$ cat src/rtl/full_st0_tap_arb.sv
// Arbitrates one single-port tap memory between a forward reader and an error-update requester.
// Zero-cycle grant; read data returns one cycle after a read grant; update is forced after STARVE_MAX denials.
module full_st0_tap_arb #(
  parameter int ADDR_W     = 4,
  parameter int DATA_W     = 192,
  parameter int STARVE_MAX = 4
) (
  input  logic              i_clk,
  input  logic              i_reset,
  input  logic              i_fwd_req,
  input  logic [ADDR_W-1:0] i_fwd_addr,
  output logic              o_fwd_gnt,
  input  logic              i_upd_req,
  input  logic              i_upd_wr,
  input  logic [ADDR_W-1:0] i_upd_addr,
  input  logic [DATA_W-1:0] i_upd_wr_data,
  output logic              o_upd_gnt,
  output logic              o_mem_en,
  output logic              o_mem_wr,
  output logic [ADDR_W-1:0] o_mem_addr,
  output logic [DATA_W-1:0] o_mem_wr_data,
  input  logic [DATA_W-1:0] i_mem_rd_data,
  output logic              o_rd_vld,
  output logic              o_rd_src,
  output logic [DATA_W-1:0] o_rd_data,
  output logic              o_starved
);

  localparam int CNT_W = $clog2(STARVE_MAX + 1);

  logic [CNT_W-1:0] r_starve_cnt;
  logic             r_rd_vld;
  logic             r_rd_src;

  logic w_at_max;
  logic w_fwd_gnt;
  logic w_upd_gnt;
  logic w_starved;

  assign w_at_max = (r_starve_cnt == CNT_W'(STARVE_MAX));

  always_comb begin
    w_fwd_gnt = 1'b0;
    w_upd_gnt = 1'b0;
    w_starved = 1'b0;
    if (!i_reset) begin
      // Forward owns the port unless the update side has waited STARVE_MAX cycles.
      w_upd_gnt = i_upd_req && (!i_fwd_req || w_at_max);
      w_fwd_gnt = i_fwd_req && !w_upd_gnt;
      w_starved = i_fwd_req && i_upd_req && w_at_max;
    end
  end

  always_comb begin
    o_fwd_gnt     = w_fwd_gnt;
    o_upd_gnt     = w_upd_gnt;
    o_starved     = w_starved;
    o_mem_en      = w_fwd_gnt || w_upd_gnt;
    o_mem_wr      = w_upd_gnt && i_upd_wr;
    o_mem_addr    = '0;
    o_mem_wr_data = '0;
    if (w_upd_gnt) begin
      o_mem_addr = i_upd_addr;
    end else if (w_fwd_gnt) begin
      o_mem_addr = i_fwd_addr;
    end
    if (!i_reset) begin
      o_mem_wr_data = i_upd_wr_data;
    end
  end

  always_ff @(posedge i_clk) begin
    if (i_reset) begin
      r_starve_cnt <= '0;
      r_rd_vld     <= 1'b0;
      r_rd_src     <= 1'b0;
    end else begin
      if (i_upd_req && !w_upd_gnt) begin
        r_starve_cnt <= w_at_max ? r_starve_cnt : r_starve_cnt + 1'b1;
      end else begin
        r_starve_cnt <= '0;
      end
      r_rd_vld <= w_fwd_gnt || (w_upd_gnt && !i_upd_wr);
      r_rd_src <= w_upd_gnt;
    end
  end

  // Read return is masked by reset so a grant in the prior cycle never surfaces.
  assign o_rd_vld  = r_rd_vld && !i_reset;
  assign o_rd_src  = r_rd_src && r_rd_vld && !i_reset;
  assign o_rd_data = (r_rd_vld && !i_reset) ? i_mem_rd_data : '0;

endmodule
$ cat config.mk
export PLATFORM = sky130hd
export DESIGN_NAME = full_st0_tap_arb
export DESIGN_NICKNAME = d
export VERILOG_FILES = /design/src/rtl/full_st0_tap_arb.sv
export SDC_FILE = /design/constraint.sdc
export NUM_CORES = 1
export LEC_CHECK = 0
export ABC_AREA = 1
export BUFFER_PORTS_ARGS = -buffer_cell sky130_fd_sc_hd__buf_2
export CELL_PAD_IN_SITES_DETAIL_PLACEMENT = 1
export CELL_PAD_IN_SITES_GLOBAL_PLACEMENT = 1
export CORE_AREA = 2 2 311 313
export CTS_CLUSTER_DIAMETER = 80
export DETAILED_ROUTE_END_ITERATION = 6
export DIE_AREA = 0 0 313 315
export PLACE_DENSITY = 0.45
export SLEW_MARGIN = 20
export SYNTH_ARGS = -nofsm -noshare
export SYNTH_HDL_FRONTEND = slang
export SYNTH_SLANG_ARGS = --single-unit
$ cat constraint.sdc
create_clock -name i_clk -period 1.2 [get_ports i_clk]
set_input_delay 0 -clock i_clk [delete_from_list [all_inputs] [get_ports i_clk]]
set_output_delay 0 -clock i_clk [all_outputs]
set_load 0.005 [all_outputs]
==> flow_metrics.py <==
metrics = {
    "synth": {
        "synth_ff_type": "dfxtp_1",
        "synth_top_family_by_area": "buffers and inverters",
        "ys_top_cells_by_area": "inv_1 (41%), nor2_1 (39%), buf_6 (5.9%)",
        "synth_xor_area_share_pct": 0.244,
        "yosys.area_share.simple_pct": 45.8,
        "syn_nets": 1265,
        "synth_top_cell_area_share_pct": 41.1,
        "syn_area_um2": 3600,
        "synth_edf_count": 0,
        "synthAdderAreaFrac_pct": 0.696,
        "seq_area_frac_synth_pct": 2.78,
        "async_flop_share_pct": 0,
        "synthCells": 866,
        "synth-compound-area-share_pct": 0,
        "yosys-top-cells-count": "inv_1 (394), nor2_1 (370), buf_2 (22)",
        "yosys_warnings": 0,
        "post-synth-top-count-cell": "inv_1",
        "avgSynthCellArea_um2": 4.15,
        "synthDistinctLibCells": 14,
        "yosys_register_bits": 5,
        "synth_top_cell_by_area": "inv_1",
        "muxShareOfSynthArea_pct": 0,
    },
    "clock_tree": {
        "clock-sinks": 5,
        "path_clk_slew_ns": 0.04,
        "cts_buffer_depth": 2,
        "cts_hold_buf": 0,
        "h-tree-depth": 1,
        "clock_latency_ns": 0.23,
        "numCtsBuffers": 3,
        "cts_tree": "done",
        "root_buffer": "clkbuf_16",
    },
    "job": {
        "cap_viol_max_count": 0,
    },
    "sta": {
        "relSlewSlack_pct": 71.3,
        "tightest_slew_ns": 0.431,
        "slew_violations": 0,
        "hold_viol": 0,
        "fmax_mhz": 731,
        "setup_viol": 202,
        "rsz0062_at_grt": "true",
        "period_share_pct": 114,
        "layout_setup_ws_ns": -0.168,
        "fin_skew_ns": 0.00349,
        "min_period_ns": 1.37,
    },
    "worst_setup_path": {
        "crit_fanout": 6,
        "r2r-start": "r_starve_cnt[0]",
        "crit_path_end_kind": "output pin",
        "crit_type": "flop to output pin",
        "r2r_slack_ns": -0.07,
        "worstPathArrival_ns": 1.37,
        "cp_data_required_time_ns": 1.20,
        "regToRegEndpoint": "r_rd_vld",
        "critPathTopFamily": "buffers and inverters",
        "slowest_delay_ns": 0.40,
        "crit_chain": "nand2_8 > buf_16 > clkbuf_16 > nor2_1 > buf_2",
        "worst_path_max_delay_cell": "dfxtp_4",
        "r2r_cells": 9,
        "path_buf_inv": 3,
        "startpoint_type": "flop",
    },
    "global_route": {
        "grt_pass1_wl_um": 65300,
        "antenna_found_initial": 65,
        "grt_max_degree": 57,
        "first_global_vias": 7889,
        "track_usage_pct": 9.77,
        "grt_overflow_total": 0,
    },
    "placed_design": {
        "dpl.hpwl_um": 48000,
        "place_congestion": 0.774,
        "dp.cells": 2920,
        "post-place-ws_ns": -0.168,
        "port_buffers": 791,
    },
    "final_layout": {
        "final_cells": 2971,
        "nets": 2083,
        "drive_gt1_share_pct": 62.4,
        "syn2layout_area_growth_pct": 225,
    },
    "floorplan": {
        "start_util_pct": 3.76,
        "io_pins": 792,
        "rows": 114,
        "coreArea_um2": 95700,
        "die_x_um": 313,
        "dieArea_um2": 98600,
        "dieHeight_um": 315,
    },
    "outcome": {
        "violations": "negative setup slack",
        "status": "finished with violations",
    },
    "detailed_routing": {
        "drt_iter0_markers": 166,
        "drt_wl_total_um": 54100,
        "drtPass1Iterations": 4,
        "drcViolationCount": 0,
        "vias": 8175,
        "wire_per_inst_um": 18.2,
        "ant_nets": 0,
        "via_per_inst": 2.75,
    },
    "hold_path": {
        "worstHoldStart": "i_fwd_req",
        "hp-class": "primary input to flop",
        "holdPathEnd": "r_starve_cnt[0]",
        "min_path_cells": 3,
    },
    "power_and_ir_drop": {
        "p_leak_nw": 7.35,
        "peakVddDrop_uv": 292,
        "p_per_area_nw_per_um2": 347,
    },
}
-- through the flow --
| step | total power [W] | utilization, % | hold slack [ns] | cell area, um^2 | setup TNS [ns] |
|---|---|---|---|---|---|
| after floorplan | 0.00102 | - | 0.0669 | 3600 | 0 |
| after global placement | 0.00281 | 9.63 | 0.269 | 9220 | -1.46 |
| after detailed placement | 0.00281 | 9.63 | 0.275 | 9220 | -1.05 |
| after CTS | 0.00361 | 10.3 | 0.120 | 9860 | -10.23 |
| after global routing | 0.00440 | 12.2 | 0.137 | 11700 | -34.21 |
| final | 0.00405 | 12.2 | 0.116 | 11700 | -21.87 |
-- cell families (layout without fill, tap and decap cells) --
logic type,after synthesis,count (layout)
xor+xnor,1,1
fa+ha+maj,2,2
buf+inv,438,1254
flops,5,5
other cells,0,12
simple gates,420,421
-- cells in the final DEF, fill, tap and decap left out, types with 3 or more instances in the layout --
cell type,synthesis,final
buf_12,0,17
buf_16,0,9
buf_2,22,732
buf_4,0,18
buf_6,19,61
buf_8,0,4
clkbuf_16,0,17
diode_2,0,12
inv_1,394,390
inv_2,1,3
nand2_1,15,9
nand2_2,1,4
nand2_4,0,3
nand3_1,12,5
nand3_2,0,6
nor2_1,370,223
nor2_2,21,22
nor2_4,0,146
-- registers in the layout, indices dropped and copies added, names as in the netlist --
register	count
r_rd_vld	1
r_rd_src	1
r_starve_cnt	3
-- worst min-delay path, delay by kind of cell --
| kind | cells | cell delay, ns |
|---|---|---|
| buf+inv | 1 | 0.13 |
| simple gates | 2 | 0.17 |
-- what timing repair did --
action                                  CTS  global route
gates resized for setup                 103           321
endpoints found under the hold margin     0             0
gates cloned                              6            18
endpoints found under the setup margin  154           202
setup buffers                             8             4
pin swaps                                 7             7
-- final cells by class --
class / instances / area, um^2
Fill cell: 11886 / 84000
Timing Repair Buffer: 855 / 5480
Multi-Input combinational cell: 424 / 2900
Tap cell: 1276 / 1600
Inverter: 395 / 1490
Sequential cell: 5 / 106
Clock buffer: 4 / 78.8
Antenna cell: 12 / 30.0
-- layer usage --
metal	up-vias	GRT usage (%)	routed length [um]	share of wire, %
li1	3850	-	-	-
met1	3673	9.49	18000	33
met2	486	19.1	29100	54
met3	100	4.43	5680	10
met4	66	1.47	941	1.7
met5	-	0	418	0.77
-- worst max path at each step --
| stage | from | end | slack, ns | depth (start not counted) |
|---|---|---|---|---|
| detailed placement | r_starve_cnt[0] | o_upd_gnt | -0.17 | 7 |
| global route | r_starve_cnt[0] | o_mem_wr | -0.23 | 7 |
| global placement | r_starve_cnt[0] | o_upd_gnt | -0.20 | 7 |
| finish | r_rd_vld | o_rd_data[38] | -0.17 | 5 |
| CTS | r_starve_cnt[1] | o_mem_addr[3] | -0.19 | 8 |
| floorplan | r_starve_cnt[0] | r_rd_src | 0.10 | 6 |
-- where the power goes --
group / leakage [nW] / total (W) / internal [W] / switching (W)
logic: 7.27 / 0.00331 / 0.00154 / 0.00177
clock network: 0.0382 / 0.000560 / 0.000441 / 0.000118
registers: 0.0423 / 0.000181 / 0.000173 / 0.00000852
total: 7.35 / 0.00405 / 0.00216 / 0.00190
Note: power is estimated with default switching activity, not from simulation.
